File: src/rtl/polyvec_reduce_pkg.sv
// Shared types and constants for the polynomial-vector reduce controller.
// Defaults here feed the top-level parameters; the watchdog counter is WDOG_W bits.
package polyvec_reduce_pkg;

  localparam int KYBER_K         = 2;
  localparam int KYBER_Q         = 3329;
  localparam int TIMEOUT_CYC_DEF = 511;
  localparam int WDOG_W          = 9;

  typedef enum logic [2:0] {
    ST_IDLE      = 3'd0,
    ST_LAUNCH    = 3'd1,
    ST_WAIT_DONE = 3'd2,
    ST_NEXT      = 3'd3,
    ST_FINISH    = 3'd4
  } state_e;

endpackage

File: src/rtl/polyvec_reduce_wdog.sv
// WAIT_DONE watchdog: counts cycles in WAIT_DONE, flags expiry combinationally on the last allowed cycle.
// No backpressure; clr has priority over counting.
module polyvec_reduce_wdog #(
  parameter int TIMEOUT_CYC = polyvec_reduce_pkg::TIMEOUT_CYC_DEF
) (
  input  logic clk,
  input  logic reset_n,
  input  logic clr,
  input  logic cnt_en,
  output logic expired
);
  import polyvec_reduce_pkg::*;

  // Count k on the k-th WAIT_DONE cycle, so expiry fires TIMEOUT_CYC cycles after entry.
  localparam logic [WDOG_W-1:0] LIMIT = WDOG_W'(TIMEOUT_CYC - 1);

  logic [WDOG_W-1:0] cnt_q, cnt_d;

  always_comb begin
    cnt_d = cnt_q;
    if (clr) begin
      cnt_d = '0;
    end else if (cnt_en) begin
      cnt_d = cnt_q + 1'b1;
    end
  end

  always_ff @(posedge clk or negedge reset_n) begin
    if (!reset_n) begin
      cnt_q <= '0;
    end else begin
      cnt_q <= cnt_d;
    end
  end

  assign expired = cnt_en && (cnt_q == LIMIT);

endmodule

File: src/rtl/polyvec_reduce_ctrl.sv
// Sequences KYBER_K reduce-engine launches and arbitrates coefficient-RAM ownership with the host; start-to-launch is 1 cycle.
// No backpressure: a start seen while the host owns the RAM is held pending; POLYVEC_REDUCE_TIMEOUT_EN adds a WAIT_DONE watchdog driving err.
module polyvec_reduce_ctrl #(
  parameter int KYBER_K     = polyvec_reduce_pkg::KYBER_K,
  parameter int TIMEOUT_CYC = polyvec_reduce_pkg::TIMEOUT_CYC_DEF
) (
  input  logic       clk,
  input  logic       reset_n,
  input  logic       start,
  input  logic       eng_done,
  input  logic       host_req,
  output logic       eng_enable,
  output logic [1:0] poly_sel,
  output logic       busy,
  output logic       done,
  output logic       host_gnt,
  output logic       err
);
  import polyvec_reduce_pkg::*;

  if (KYBER_K < 2 || KYBER_K > 4 || TIMEOUT_CYC < 1 || TIMEOUT_CYC > 511) begin : g_cfg_check
    $error("polyvec_reduce_ctrl: KYBER_K or TIMEOUT_CYC out of range");
  end

  localparam logic [1:0] LAST_SEL = 2'(KYBER_K - 1);

  state_e     state_q, state_d;
  logic [1:0] poly_sel_q, poly_sel_d;
  logic       eng_enable_q, eng_enable_d;
  logic       busy_q, busy_d;
  logic       done_q, done_d;
  logic       host_gnt_q, host_gnt_d;
  logic       pending_q, pending_d;
  logic       accept;
  logic       timeout;

`ifdef POLYVEC_REDUCE_TIMEOUT_EN
  logic err_q, err_d;

  polyvec_reduce_wdog #(
    .TIMEOUT_CYC (TIMEOUT_CYC)
  ) u_wdog (
    .clk     (clk),
    .reset_n (reset_n),
    .clr     (state_q == ST_LAUNCH),
    .cnt_en  (state_q == ST_WAIT_DONE),
    .expired (timeout)
  );

  always_comb begin
    err_d = err_q;
    if (accept) begin
      err_d = 1'b0;
    end else if (state_q == ST_WAIT_DONE && timeout && !eng_done) begin
      err_d = 1'b1;
    end
  end

  always_ff @(posedge clk or negedge reset_n) begin
    if (!reset_n) begin
      err_q <= 1'b0;
    end else begin
      err_q <= err_d;
    end
  end

  assign err = err_q;
`else
  assign timeout = 1'b0;
  assign err     = 1'b0;
`endif

  // A fresh start beats a same-cycle host_req; a pending start waits for the host to let go.
  assign accept = (state_q == ST_IDLE) && !host_gnt_q && (start || (pending_q && !host_req));

  always_comb begin
    state_d    = state_q;
    poly_sel_d = poly_sel_q;
    pending_d  = pending_q;
    host_gnt_d = host_gnt_q;

    case (state_q)
      ST_IDLE: begin
        if (accept) begin
          state_d    = ST_LAUNCH;
          poly_sel_d = '0;
        end
      end
      ST_LAUNCH:    state_d = ST_WAIT_DONE;
      ST_WAIT_DONE: begin
        if (eng_done) begin
          state_d = ST_NEXT;
        end else if (timeout) begin
          state_d = ST_FINISH;
        end
      end
      ST_NEXT: begin
        if (poly_sel_q == LAST_SEL) begin
          state_d = ST_FINISH;
        end else begin
          poly_sel_d = poly_sel_q + 2'd1;
          state_d    = ST_LAUNCH;
        end
      end
      ST_FINISH:    state_d = ST_IDLE;
      default:      state_d = ST_IDLE;
    endcase

    if (accept) begin
      pending_d = 1'b0;
    end else if (state_q == ST_IDLE && start && host_gnt_q) begin
      pending_d = 1'b1;
    end

    // Granting out of FINISH hands the RAM over the same cycle busy drops.
    if (host_gnt_q) begin
      host_gnt_d = host_req;
    end else begin
      host_gnt_d = host_req && !pending_q &&
                   ((state_q == ST_IDLE && !start) || state_q == ST_FINISH);
    end

    eng_enable_d = (state_d == ST_LAUNCH);
    busy_d       = (state_d != ST_IDLE);
    done_d       = (state_d == ST_FINISH);
  end

  always_ff @(posedge clk or negedge reset_n) begin
    if (!reset_n) begin
      state_q      <= ST_IDLE;
      poly_sel_q   <= '0;
      eng_enable_q <= 1'b0;
      busy_q       <= 1'b0;
      done_q       <= 1'b0;
      host_gnt_q   <= 1'b0;
      pending_q    <= 1'b0;
    end else begin
      state_q      <= state_d;
      poly_sel_q   <= poly_sel_d;
      eng_enable_q <= eng_enable_d;
      busy_q       <= busy_d;
      done_q       <= done_d;
      host_gnt_q   <= host_gnt_d;
      pending_q    <= pending_d;
    end
  end

  assign eng_enable = eng_enable_q;
  assign poly_sel   = poly_sel_q;
  assign busy       = busy_q;
  assign done       = done_q;
  assign host_gnt   = host_gnt_q;

endmodule

File: config.mk
export PLATFORM = sky130hd
export DESIGN_NAME = polyvec_reduce_ctrl
export DESIGN_NICKNAME = d
export VERILOG_FILES = /design/src/rtl/polyvec_reduce_pkg.sv /design/src/rtl/polyvec_reduce_wdog.sv /design/src/rtl/polyvec_reduce_ctrl.sv
export SDC_FILE = /design/constraint.sdc
export NUM_CORES = 1
export LEC_CHECK = 0
export BUFFER_PORTS_ARGS = -buffer_cell sky130_fd_sc_hd__buf_4
export CORE_AREA = 2 2 39 41
export DETAILED_ROUTE_END_ITERATION = 16
export DIE_AREA = 0 0 41 43
export PLACE_DENSITY_LB_ADDON = 0.05
export SLEW_MARGIN = 20
export SYNTH_ARGS = -nofsm -noshare
export SYNTH_HDL_FRONTEND = slang
export SYNTH_SLANG_ARGS = --single-unit
File: constraint.sdc
create_clock -name clk -period 3.2 [get_ports clk]
set_input_delay 0.16 -clock clk [delete_from_list [all_inputs] [get_ports clk]]
set_output_delay 0.16 -clock clk [all_outputs]
set_load 0.01 [all_outputs]
* Word level (Yosys, flattened, before mapping)
Cells that the tools add are included.
Storage, ports and cells: flip-flop bits (word level) 10, bits in latches 0, RAM bits 0, ROM bits 0, input bits 5, logic and storage cells 46, memories 0
Operators by class: add/sub/neg operators 1, multiply operators 0, divide/modulo/power cells 0, order comparisons 0, equality and inequality tests 9, shift operators 0, muxes and demuxes 10, bitwise operators 0, reduce and logical (&&, ||, !) cells 19
Operators with widths (number):
- $pmux 3 s4 | 1
- $mux 3 | 3
- $logic_and 1x1->1 | 8
- $eq 3x1->1 const B | 2
- $eq 3x2->1 const B | 2
- $eq 3x3->1 const B | 2
- $logic_not 1->1 | 4
- $mux 2 | 2
- $ne 2x2->1 const B | 2
- $pmux 2 s2 | 1
- $reduce_bool 2->1 | 2
- $logic_not 3->1 | 1
- $mux 1 | 3
- $reduce_and 3->1 | 1
- $reduce_bool 3->1 | 1
- $add 2x1->2 const B | 1
- $eq 2x1->1 const B | 1
- $logic_or 1x1->1 | 2

* Longest topological paths before layout
depth after elaboration 7, mapped depth 5, mapped depth without buffers 5

* Least setup slack after synthesis
No wires, ideal clock.
path kind reg-to-reg, start point register poly_sel_q[0], in the netlist poly_sel[0], end point register poly_sel_q[1], in the netlist poly_sel[1], arrival time 1.184 ns, setup slack 1.950 ns, cell stages (with the launch flop) 5, clock period less this slack 1.250 ns, path through dfrtp_1 > ha_1 > nand3b_2 > o31ai_2 > a31o_1
On the way: word-level cells in the longest chain between the ends 3, elaborated cells on any way between the ends 6, those cells by class 1 x add/sub; 2 x eq/ne; 2 x mux; 1 x reduce/logical
Ends and longest elaborated chain:
- start, declared | line polyvec_reduce_ctrl.sv:28 | logic [1:0] poly_sel_q, poly_sel_d;
- start signal, assigned | line polyvec_reduce_ctrl.sv:139 | poly_sel_q <= poly_sel_d;
- $add 2x1->2 or $eq 2x1->1 (tied branches) | line polyvec_reduce_ctrl.sv:101, polyvec_reduce_ctrl.sv:98
- $mux 2 or $ne 2x2->1 (tied branches)
- $pmux 2 s2 or $reduce_and 3->1 (tied branches)
Several ways; a longest one is shown, not always the timed one. The select of a mux whose other input is x is not followed. A chain may end at the register's enable or synchronous reset.

* Worst setup path in the final report
Ends and elaborated chain as after synthesis.

==> qor.csv <==
metric,value,unit
status,"finished, final reports clean",
htreeDepth,1,
cts_hold_buffers,1,
post-route-util,44.4,%
setup_violations,0,
grt_pass1_vias,363,
drive_gt1_share,33.3,%
die_area,1760,sq um
worstPathRequired,3400,ps
peakVddDrop,0.375,mV
ys_ff_latch,10,
synth_compound_area_share,17.7,%
clk_pin_slew,70,ps
finalMaxSlewViolations,0,
wl_per_cell,12.7,um
yosysWarningCount,0,
finalSetupTns,0,ps
nFillCells,133,
cp.arrival,1530,ps
multi_input_area,215,sq um
synth_area_leaders,"dfrtp_1, a21oi_1, buf_6",
fin_skew,4.81,ps
cp_slowest_cell,dfrtp_1,
ios,12,
core,1380,sq um
critical_path_class,flip-flop to flip-flop,
gp_congestion,0.629,
clk_latency,260,ps
syn_area_per_cell,11.0,sq um
ant_nets,0,
grt_max_degree,13,
synthAdderAreaFrac,2.46,%
synth_cells,46,
die_h,43,um
drt_iter0_markers,3,
viasPerCell,5.04,
antenna_found_initial,0,
vias,368,
cpPeakStageDelay,420,ps
stdcell_area,614,sq um
total_power,564,uW
drt-total-wl,924,um
cts_setup_buffers,0,
nNetsFinal,64,
yosysSeqAreaShare,49.3,%
p_leak,0.000287,uW
cts_made_buffers,3,
core.rowCount,14,
synth.most_common_cell,dfrtp_1,
grt_usage,12.8,%
rsz0062_at_grt,false,
syn-num-nets,52,
synth_xor_area_share,1.72,%
endpoint_kind,flip-flop,
finalHoldViolations,0,
regArea,250,sq um
synthMuxAreaShare,0,%
synth_top_family_by_area,simple AND/OR/NAND/NOR gates,
portBuffers,10,
die_w,41,um
cts.root.buffer_cell,clkbuf_4,
firstDrtPassIters,3,
ys_types,26,
cts_sinks,10,
drv_cap,0,
synth_top_area_share,49.3,%
drc_errors,0,
synthesis.area,508,sq um
n_antenna_cell,0,
synthSimpleGateAreaFrac,19.7,%
min_path_type,input pin to flip-flop,
crit_fanout,6,
grt_pass1_wl,1500,um
synth-async-reset-ratio,100,%
fmax,0.751,GHz
synth_area_leader_cell,dfrtp_1,
cts_tree,built,
crit_chain,ha_1 -> nand3b_2 -> o31ai_2 -> a31o_1,
power.density,919,nW/um^2
grt_remaining_overflow,0,
dp_hpwl,691,um
place_area,568,sq um
synthTopCellsByCount,"dfrtp_1, a21oi_1",
period_share,41.6,%
cp-start-kind,flip-flop,
fin_crit,1330,ps
cts_resized,0,
start_util,36.7,%
syn2layout_area_growth,20.9,%
cts_buffer_depth,2,
synth-edff-count,0,
synth-main-ff-cell,dfrtp_1,
worst max-delay path, delay by kind of cell (launching register included):
kind,cells,cell delay [ps]
AO/OA/AOI/OAI,2,350
adder cells (fa/ha/maj),1,230
flip-flops,1,420
AND/OR/NAND/NOR,1,270
report_power, final:
| part | internal (uW) | leakage (uW) | switching, uW |
|---|---|---|---|
| combinational | 117 | 0.000140 | 89.4 |
| clock | 69.0 | 0.0000210 | 43.6 |
| sequential | 175 | 0.000126 | 70.7 |
path summary, 6_finish.rpt:
path,from,to,slack (ps),depth (start not counted)
worst min-delay path,host_req,host_gnt,130,2
min in group asynchronous,reset_n,host_gnt,260,2
worst max register to register,poly_sel[0],poly_sel[1],1870,4
worst max-delay path,poly_sel[0],poly_sel[1],1870,4
max in group asynchronous,reset_n,poly_sel[1],2800,2
worst min register to register,pending_q,pending_q,550,2
cells by family (layout without fill, tap and decap cells):
family | count (synthesis) | after routing
and+or+nand+nor | 14 | 14
AOI/OAI and AO/OA | 13 | 13
DFF | 10 | 10
buffers and inverters | 6 | 17
adders and majority gates | 1 | 1
other | 1 | 1
xor gates and xnor gates | 1 | 1
per-layer routing:
layer / vias up / wire length (um) / GRT usage, %
li1: 182 / - / -
met1: 178 / 413 / 18.1
met2: 8 / 454 / 17.5
met3: 0 / 57 / 3.66
met4: 0 / 0 / 6.00
met5: - / 0 / 0
area by class of cell:
| class | count | share of cell area [%] |
|---|---|---|
| well taps | 16 | 3.26 |
| flip-flops and latches | 10 | 40.7 |
| repair buffers | 11 | 13.8 |
| inverters | 2 | 1.22 |
| clock buffers | 4 | 5.91 |
| multi-input cells | 30 | 35.0 |
cell usage in the layout, fill, tap and decap left out, drive strengths merged:
cell type / netlist / layout
dfrtp: 10 / 10
buf: 4 / 10
a21oi: 5 / 5
clkbuf: 0 / 4
inv: 2 / 2
nor2b: 2 / 2
nor2: 2 / 2
and4b: 2 / 2
nand2: 2 / 2
a31o: 2 / 2
nor3: 2 / 2
o21ai: 2 / 2
nand3b: 2 / 2
a31oi: 1 / 1
xnor2: 1 / 1
o21bai: 1 / 1
nor4: 1 / 1
o21a: 1 / 1
or2: 1 / 1
o31ai: 1 / 1
ha: 1 / 1
conb: 1 / 1
dlygate4sd3: 0 / 1
metrics by stage:
stage          setup WS (ps)  hold slack (ps)  cells
2_1_floorplan           1950             -136     46
3_5_place_dp            1860           -0.621     68
3_3_place_gp            1940            -5.65     68
6_report                1870              130     73
5_1_grt                 1760              142     73
4_1_cts                 1840              124     73
registers in the layout (all words and copies together), names as in the netlist:
register,flops
done,1
eng_enable,1
state_q,3
poly_sel,2
busy,1
host_gnt,1
pending_q,1
Note: power is estimated with default switching activity, not from simulation.
